**config.mk**
```make
export PLATFORM = sky130hd
export DESIGN_NAME = int_ctrl
export DESIGN_NICKNAME = d
export VERILOG_FILES = /design/src/rtl/int_ctrl.sv
export SDC_FILE = /design/constraint.sdc
export NUM_CORES = 1
export LEC_CHECK = 0
export CORE_ASPECT_RATIO = 0.75
export CORE_MARGIN = 2
export CORE_UTILIZATION = 37
export DETAILED_ROUTE_END_ITERATION = 16
export HOLD_SLACK_MARGIN = 0.12
export PLACE_DENSITY = 0.8
export REMOVE_ABC_BUFFERS = 1
export SYNTH_ARGS = -nofsm -noshare
export SYNTH_HDL_FRONTEND = slang
export SYNTH_SLANG_ARGS = --single-unit
```
**constraint.sdc**
```tcl
create_clock -name clk -period 2.24 [get_ports clk]
set_clock_uncertainty 0.05 [all_clocks]
set_input_delay 0.336 -clock clk [delete_from_list [all_inputs] [get_ports clk]]
set_output_delay 0.336 -clock clk [all_outputs]
set_load 0.02 [all_outputs]
```
**src/rtl/int_ctrl.sv**
```systemverilog
// ----------------------------------------------------------------------------
// int_ctrl -- two-level interrupt controller with one level of nesting.
//
// A single external high-priority line is synchronised and edge-detected into
// a pending latch. Four low-priority sources are decoded from an interrupt
// CSR image as (enable, flag) pairs and gated by a global enable. A small FSM
// requests the core, waits for an acknowledge (bounded by a timeout), tracks
// the serviced level and lets the high source preempt a low service once.
//
// Ports
//   clk                 system clock
//   rst                 asynchronous active-high reset
//   int_reg[31:0]       interrupt control CSR image
//   ext_irq_high        asynchronous external high-priority request line
//   irq_ack             core accepted the vector (single-cycle pulse)
//   Iret                core executed return-from-interrupt (single-cycle pulse)
//   irq_req             request to core
//   irq_vector[31:0]    target PC, valid while irq_req=1, otherwise 0
//   interrupt_pin_high  one-cycle pulse when a high-level entry is accepted
//   interrupt_pin_low   one-cycle pulse when a low-level entry is accepted
//   irq_level[1:0]      00 none, 01 low, 10 high, 11 high nested over low
//   irq_timeout         one-cycle pulse when a request expires unacknowledged
// ----------------------------------------------------------------------------
module int_ctrl #(
    parameter logic [31:0] VEC_HIGH     = 32'h0000_0040,
    parameter logic [31:0] VEC_LOW_BASE = 32'h0000_0080,
    parameter logic [7:0]  ACK_TIMEOUT  = 8'd255
) (
    input  logic        clk,
    input  logic        rst,
    input  logic [31:0] int_reg,
    input  logic        ext_irq_high,
    input  logic        irq_ack,
    input  logic        Iret,
    output logic        irq_req,
    output logic [31:0] irq_vector,
    output logic        interrupt_pin_high,
    output logic        interrupt_pin_low,
    output logic [1:0]  irq_level,
    output logic        irq_timeout
);

    typedef enum logic [2:0] {
        IDLE      = 3'd0,
        REQ_HIGH  = 3'd1,
        REQ_LOW   = 3'd2,
        SERV_LOW  = 3'd3,
        SERV_HIGH = 3'd4,
        REQ_NEST  = 3'd5,
        SERV_NEST = 3'd6
    } state_t;

    localparam int NUM_LOW = 4;
    // Source index 0..3 = timer, SPI, UART, I2C (index order is priority order)
    localparam int EN_BIT   [NUM_LOW] = '{15, 11, 9, 7};
    localparam int FLAG_BIT [NUM_LOW] = '{14, 10, 8, 6};

    state_t      state_reg, state_next;
    logic        sync1_reg, sync2_reg, sync3_reg;
    logic        hi_pend_reg, hi_pend_next;
    logic [1:0]  idx_reg, idx_next;
    logic [7:0]  wait_cnt_reg, wait_cnt_next;
    logic [1:0]  level_reg, level_next;

    logic [NUM_LOW-1:0] src_active;
    logic        low_pend;
    logic [1:0]  low_idx;
    logic [31:0] low_vec;
    logic        hi_edge;
    logic        hi_clr;
    logic        is_req;
    logic        timeout_hit;

    logic        req_c;
    logic [31:0] vector_c;
    logic        pin_high_c;
    logic        pin_low_c;
    logic        timeout_c;

    // Bits of the CSR image this block does not decode.
    logic unused_int_reg;
    assign unused_int_reg = ^{int_reg[31:16], int_reg[13:12], int_reg[5:1]};

    // ------------------------------------------------------------------
    // Low-priority source decode
    // ------------------------------------------------------------------
    generate
        for (genvar gi = 0; gi < NUM_LOW; gi++) begin : g_low_src
            assign src_active[gi] = int_reg[EN_BIT[gi]] & int_reg[FLAG_BIT[gi]];
        end
    endgenerate

    assign low_pend = int_reg[0] & (|src_active);

    // Fixed priority: lowest index wins.
    always_comb begin
        low_idx = 2'd0;
        for (int i = NUM_LOW - 1; i >= 0; i--) begin
            if (src_active[i]) begin
                low_idx = i[1:0];
            end
        end
    end

    // Vector is built from the latched index so it stays stable for the
    // whole request even if the CSR image changes underneath it.
    assign low_vec = VEC_LOW_BASE + {26'd0, idx_reg, 4'h0};

    // ------------------------------------------------------------------
    // External high line: 2-flop synchroniser plus an edge-detect flop
    // ------------------------------------------------------------------
    always_ff @(posedge clk or posedge rst) begin
        if (rst) begin
            sync1_reg <= 1'b0;
            sync2_reg <= 1'b0;
            sync3_reg <= 1'b0;
        end else begin
            sync1_reg <= ext_irq_high;
            sync2_reg <= sync1_reg;
            sync3_reg <= sync2_reg;
        end
    end

    assign hi_edge = sync2_reg & ~sync3_reg;

    // A fresh edge in the same cycle as an acknowledge-clear is kept so a
    // second request is never lost; edges while already pending merge.
    assign hi_pend_next = hi_edge | (hi_pend_reg & ~hi_clr);

    // ------------------------------------------------------------------
    // Acknowledge wait counter
    // ------------------------------------------------------------------
    assign is_req = (state_reg == REQ_HIGH) || (state_reg == REQ_LOW) ||
                    (state_reg == REQ_NEST);

    // An acknowledge in the expiry cycle takes precedence over the timeout.
    assign timeout_hit = is_req && !irq_ack && (wait_cnt_reg == ACK_TIMEOUT);

    // Counter is held at zero outside REQ_* states, so it starts from zero
    // on every REQ_* entry.
    assign wait_cnt_next = (is_req && !irq_ack && !timeout_hit) ?
                           (wait_cnt_reg + 8'd1) : 8'd0;

    // ------------------------------------------------------------------
    // FSM next state and outputs
    // ------------------------------------------------------------------
    always_comb begin
        state_next = state_reg;
        idx_next   = idx_reg;
        hi_clr     = 1'b0;
        req_c      = 1'b0;
        vector_c   = 32'h0;
        pin_high_c = 1'b0;
        pin_low_c  = 1'b0;
        timeout_c  = 1'b0;

        case (state_reg)
            IDLE: begin
                if (hi_pend_reg) begin
                    state_next = REQ_HIGH;
                end else if (low_pend) begin
                    state_next = REQ_LOW;
                    idx_next   = low_idx;
                end
            end

            REQ_HIGH: begin
                req_c    = 1'b1;
                vector_c = VEC_HIGH;
                if (irq_ack) begin
                    state_next = SERV_HIGH;
                    hi_clr     = 1'b1;
                    pin_high_c = 1'b1;
                end else if (timeout_hit) begin
                    state_next = IDLE;
                    timeout_c  = 1'b1;
                end
            end

            // Once requested, a low entry is not withdrawn by CSR changes.
            REQ_LOW: begin
                req_c    = 1'b1;
                vector_c = low_vec;
                if (irq_ack) begin
                    state_next = SERV_LOW;
                    pin_low_c  = 1'b1;
                end else if (timeout_hit) begin
                    state_next = IDLE;
                    timeout_c  = 1'b1;
                end
            end

            REQ_NEST: begin
                req_c    = 1'b1;
                vector_c = VEC_HIGH;
                if (irq_ack) begin
                    state_next = SERV_NEST;
                    hi_clr     = 1'b1;
                    pin_high_c = 1'b1;
                end else if (timeout_hit) begin
                    // Fall back to the low service that was interrupted.
                    state_next = SERV_LOW;
                    timeout_c  = 1'b1;
                end
            end

            // Return wins over a coinciding high request; the pending high
            // request is then taken from IDLE on the following cycle.
            SERV_LOW: begin
                if (Iret) begin
                    state_next = IDLE;
                end else if (hi_pend_reg) begin
                    state_next = REQ_NEST;
                end
            end

            SERV_HIGH: begin
                if (Iret) begin
                    state_next = IDLE;
                end
            end

            SERV_NEST: begin
                if (Iret) begin
                    state_next = SERV_LOW;
                end
            end

            default: begin
                state_next = IDLE;
            end
        endcase
    end

    always_comb begin
        level_next = 2'b00;
        case (state_next)
            SERV_LOW,
            REQ_NEST:  level_next = 2'b01;
            SERV_HIGH: level_next = 2'b10;
            SERV_NEST: level_next = 2'b11;
            default:   level_next = 2'b00;
        endcase
    end

    // ------------------------------------------------------------------
    // State registers
    // ------------------------------------------------------------------
    always_ff @(posedge clk or posedge rst) begin
        if (rst) begin
            state_reg    <= IDLE;
            hi_pend_reg  <= 1'b0;
            idx_reg      <= 2'd0;
            wait_cnt_reg <= 8'd0;
            level_reg    <= 2'b00;
        end else begin
            state_reg    <= state_next;
            hi_pend_reg  <= hi_pend_next;
            idx_reg      <= idx_next;
            wait_cnt_reg <= wait_cnt_next;
            level_reg    <= level_next;
        end
    end

    // Outputs decode from the registered state, so reset forces them to
    // zero immediately.
    assign irq_req            = req_c;
    assign irq_vector         = vector_c;
    assign interrupt_pin_high = pin_high_c;
    assign interrupt_pin_low  = pin_low_c;
    assign irq_timeout        = timeout_c;
    assign irq_level          = level_reg;

endmodule

```
==> out/qor.yml <==
outcome:
  outcome: "completed"
logic_synthesis:
  synth_top_flop_cell: "dfrtp_1"
  synth_xor_xnor_area_share: 0.0428
  synth.avg_cell_area_um2: 9.60
  ys_ff_latch: 19
  yosysTopAreaCell: "dfrtp_1"
  synthArstFlopShare: 1.00
  synth_cells: 128
  yosys_warnings: 0
  synth_top_family_by_area: "buffers and inverters"
  synth_top_area_share: 0.387
  synth.area.top_cells: "dfrtp_1 (39%), buf_4 (17%), nor2_1 (4.0%)"
  yosys.cell_count.top_type: "buf_4"
  synth_mux_area_frac: 0
  yosys-top-cells-count: "buf_4 (28), dfrtp_1 (19), nor2_1 (13), inv_1 (6)"
  synthesis.area_um2: 1230
  yosysUniqueCellTypes: 40
  synth-compound-area-share: 0.162
  yosysSeqAreaShare: 0.387
  synthAdderAreaFrac: 0.0102
  synth_edf_count: 0
  synthSimpleGateAreaFrac: 0.193
floorplanning:
  die_area_um2: 3800
  die_y_um: 53.9
  core_um2: 3240
  initial_core_util: 0.379
  rows: 18
  top_level_ports: 75
  die_width_um: 70.5
place:
  portBuffers: 23
  place_area_um2: 1430
  routabilityCongestion: 0.923
  dp_hpwl_um: 1710
sta:
  fin_crit_sh: 0.971
  min_period_ps: 2170
  setup_viol: 0
  worst_pin_slew_ps: 692
  max_freq_ghz: 0.460
  drv_slew: 0
  slew_headroom: 0.538
  final-hold-violation-count: 0
  whs_ps: 299
  setup_tns_ps: 0
route:
  dr.first_iter.drc_count: 61
  ant_nets: 0
  dr_total_vias: 905
  drt-total-wl_um: 2250
  routedWlPerCell_um: 11.1
  drc: 0
  dr.pass1.iters: 4
  viasPerCell: 4.48
setup_path:
  crit_fanout: 6
  end_kind: "primary output"
  rr_endpoint: "irq_level[0]"
  start_kind: "flop"
  critPathMaxStageDelay_ps: 610
  worstSetupPathType: "flop to primary output"
  crit_arrival_ps: 1790
  r2r_slack_ps: 310
  path_cells: "nor3b_4 > nand2b_1 > clkdlybuf4s50_1"
  crit_slowest_cell: "clkdlybuf4s50_1"
  rr_worst_depth: 6
  required_ps: 1850
  r2r_start: "wait_cnt_reg[0]"
power_and_ir_drop:
  power.total_w: 0.00143
  worst_ir_drop_vdd_v: 0.000484
  power.density_nw_per_um2: 950
  leakagePower_nw: 0.687
global_route:
  busiest_layer: "met2"
  globalRoute.totalOverflow: 0
  grt_pass1_wl_um: 3510
  grt_use_met2: 0.192
  met1_usage: 0.152
  antenna_found_initial: 0
  grt_start_max_net_pins: 20
  grt_pass1_vias: 786
  groute.layer.met3.usage: 0.0337
  grtUsageTotal: 0.125
cells_and_area:
  syn_to_final_growth_pct: 22.2
  drive_gt1_frac: 0.148
  largest_reg_flops: 8
  postLayoutCellArea_um2: 1500
  nets: 201
  fill_cells: 292
  diodes: 0
  fin_util: 0.463
clocking:
  cts_buffers: 3
  cts.sink_count: 19
  cts_tree: "done"
  htreeDepth: 1
  clockBufferDepth: 2
  path_clk_slew_ps: 60
  clockRootBuffer: "clkbuf_8"
  clock_latency_ps: 250
worst_hold_path:
  hold_path.class: "flop to flop"
  hold_end: "sync2_reg"
  hold_depth: 0
  hold_path_startpoint: "sync1_reg"
flow_run:
  maxCapViolations: 0
-- worst max-delay path by stage --
| stage | slack [ps] | to | cells after the start | from |
|---|---|---|---|---|
| after floorplan | 400 | irq_level[0] | 5 | state_reg[2] |
| after global placement | 70 | irq_level[0] | 6 | irq_ack |
| after detailed placement | 60 | irq_level[0] | 6 | irq_ack |
| after CTS | 30 | irq_req | 3 | state_reg[0] |
| after global routing | -3 | irq_req | 3 | state_reg[2] |
| final | 70 | irq_req | 3 | state_reg[2] |
-- layout by cell type (no fill, tap or decap), types with 2 or more instances in the layout --
| cell | netlist | layout |
|---|---|---|
| nor2_1 | 13 | 13 |
| a22o_2 | 2 | 2 |
| a221oi_1 | 2 | 2 |
| inv_1 | 6 | 6 |
| and3_1 | 2 | 2 |
| xnor2_1 | 2 | 2 |
| dfrtp_1 | 19 | 19 |
| nor2b_1 | 5 | 5 |
| xor2_1 | 4 | 4 |
| o21ai_0 | 3 | 3 |
| and2_1 | 3 | 3 |
| nand3_1 | 5 | 5 |
| clkbuf_8 | 0 | 3 |
| conb_1 | 1 | 28 |
| clkdlybuf4s50_1 | 0 | 22 |
| nand2_1 | 4 | 4 |
| a21oi_1 | 5 | 5 |
| buf_4 | 28 | 9 |
-- power by group --
| part | internal (W) | switching (W) |
|---|---|---|
| logic | 0.000311 | 0.000407 |
| registers | 0.000421 | 0.0000541 |
| clock network | 0.000126 | 0.000107 |
| total | 0.000859 | 0.000568 |
-- critical path, delay by kind of cell, from the launching register on --
family | cells | cell delay [ps]
buf+inv | 1 | 610
simple gates | 2 | 520
flops | 1 | 410
-- logic make-up (layout without fill, tap and decap cells) --
logic type | Yosys count | after routing
other | 1 | 28
DFF | 19 | 19
and+or+nand+nor | 42 | 42
adders and majority gates | 1 | 1
xor gates and xnor gates | 6 | 6
AOI/OAI and AO/OA | 23 | 23
buffers and inverters | 36 | 43
-- what timing repair did --
item / 4_1_cts / 5_1_grt
endpoints found under the setup margin: 4 / 3
setup buffers: 2 / 1
pin swaps: 1 / 1
gates resized for setup: 1 / 1
hold buffers: 0 / 0
-- through the flow --
| step | instances | worst slack [ps] |
|---|---|---|
| 2_1_floorplan | 126 | 403 |
| 3_3_place_gp | 195 | 66.2 |
| 3_5_place_dp | 195 | 64.2 |
| 4_1_cts | 201 | 30.0 |
| 5_1_grt | 202 | -3.15 |
| 6_report | 202 | 65.3 |
-- layer usage --
metal / wire [µm] / vias up / part of all wire
met5: 0 / - / 0
met4: 81 / 0 / 0.036
met3: 105 / 7 / 0.047
met2: 1030 / 27 / 0.46
met1: 1040 / 421 / 0.46
li1: - / 450 / -
-- layout make-up --
class,instances,area [µm²],share of cell area
Sequential cell,19,475,0.317
Clock buffer,4,45.0,0.0300
Inverter,7,26.3,0.0175
Tap cell,40,50.0,0.0333
Multi-Input combinational cell,100,607,0.404
Timing Repair Buffer,32,298,0.198
(Power assumes the default switching activity.)
==> edit (config.mk and constraints unchanged) <==
Change the parameter `VEC_HIGH` from 32'h0000_0040 to 32'h00000030.
--- a/src/rtl/int_ctrl.sv
+++ b/src/rtl/int_ctrl.sv
@@ -24,3 +24,3 @@
 module int_ctrl #(
-    parameter logic [31:0] VEC_HIGH     = 32'h0000_0040,
+    parameter logic [31:0] VEC_HIGH     = 32'h00000030,
     parameter logic [31:0] VEC_LOW_BASE = 32'h0000_0080,
Function: changed (Yosys sat finds a counterexample within 10 cycles, from zero or initial values and one cycle with rst high).
==> edit against the unedited design <==
Power up 0.64%. Wire length up 0.71%. Register-to-register slack better by 0.10 ns. Final area down 0.83%. Setup slack better by 0.057 ns. Sequential share of layout area up 0.35 points. Largest power group unchanged. Core utilization down 0.065 points. Sequential cell count unchanged. Synthesized area down 0.41%. Cell count up 0.50%.
==> edit: results (changes against the unedited design) <==
Synth area leaders - dfrtp_1 (39%), buf_4 (18%), nor2_1 (4.0%) (was dfrtp_1 (39%), buf_4 (17%), nor2_1 (4.0%))
Slew @ Worst Pin - 0.7441 ns (was 0.6922 ns)
launching point of the worst reg2reg path - wait_cnt_reg[0] (unchanged)
Clk network pwr share - 16.9% (was 16.4%)
combinational power share - 48.9% (was 50.3%)
metal2 WL - 1.104 mm (was 1.028 mm)
commonest cells in the netlist - buf_4 (30), dfrtp_1 (19), nor2_1 (13) (was buf_4 (28), dfrtp_1 (19), nor2_1 (13))
Worst Setup SP - irq_ack (was state_reg[2])
fraction of layout cells with a size suffix above 1 - 14.11% (was 14.81%)
status - complete, no violations (unchanged)
pwr/cell area - 964.4 nW/um^2 (was 950.3 nW/um^2)
Setup WS pre-CTS - 0.1117 ns (was 0.06424 ns)
largest net degree at the start of global routing - 20 (unchanged)
Period Utilization, post-route - 94.54% (was 97.09%)
placed cell area - 1409 sq um (was 1434 sq um)
Final HPWL DP - 1.679 mm (was 1.714 mm)
adder-cell area share of the yosys netlist - 1.022% (was 1.018%)
met1 wire length - 1.020 mm (was 1.037 mm)
R2R Setup Slk - 0.41 ns (was 0.31 ns)
Synth Area in Compound Gates - 14.93% (was 16.19%)
Global Route met1 Usage - 15.52% (was 15.21%)
crit path capture - interrupt_pin_high (was irq_req)
NetSw - 0.5664 mW (was 0.5681 mW)
routed wire length - 2.268 mm (was 2.252 mm)
Syn Area/Cell - 9.270 sq um (was 9.599 sq um)
fin cells - 203 (was 202)
Iteration-0 DRC Markers - 54 (was 61)
Placer Congestion - 0.8156 (was 0.9231)
Yosys cell types - 38 (was 40)
Seq/Total Area, Yosys - 38.85% (was 38.70%)
Area growth, synth to finish - 21.68% (was 22.20%)
top cell family by delay on the critical path - buffers and inverters (unchanged)
vias in the first global route - 794 (was 786)
crit-path max FO - 10 (was 6)
via count - 925 (was 905)
met2 Use GR - 20.60% (was 19.18%)
Max VDD drop - 0.4119 mV (was 0.4842 mV)
Hold Path Cell Cnt - 0 (unchanged)
fill cell count - 309 (was 292)
R2R depth - 7 (was 6)
Hold Startpoint - sync1_reg (unchanged)
met3 WL post-DR - 117 um (was 105 um)
post-synthesis xor/xnor area fraction - 3.579% (was 4.277%)
I/O Buffers - 22 (was 23)
clock buffer count from CTS - 3 (unchanged)
GRT Overall Usage - 12.58% (was 12.48%)
first-pass GRT wire length - 3.594 mm (was 3.512 mm)
leakage - 0.7400 nW (was 0.6871 nW)
met3 GRT Util - 4.494% (was 3.371%)
Min Hold Slack - 0.3067 ns (was 0.2993 ns)
==> edit: cell types whose count changed after synthesis, moves of 2 or more <==
| cell | change |
|---|---|
| o21ai_0 | -2 |
| a22o_2 | -2 |
| buf_2 | +2 |
| inv_1 | -3 |
| nand2b_1 | +2 |
| buf_4 | +2 |
| a22o_1 | +2 |
| nor2b_1 | +2 |
| nand2_1 | +5 |
==> edit: cell type report <==
class | count | share of cell area [%]
Inverter | 3 | 0.7563
Multi-Input combinational cell | 106 | 40.92
Sequential cell | 19 | 32.02
Clock buffer | 4 | 3.025
Tap cell | 40 | 3.361
Timing Repair Buffer | 31 | 19.92
==> edit: logic make-up after synthesis <==
group	Yosys count
buffers and inverters	35
xor gates and xnor gates	5
AOI/OAI and AO/OA	23
other	1
and+or+nand+nor	48
adders and majority gates	1
DFF	19
==> edit: timing repair <==
| action | CTS | global route |
|---|---|---|
| buffers inserted | 3 | 0 |
| resized for setup | 2 | 5 |
| endpoints found under the setup margin | 5 | 5 |
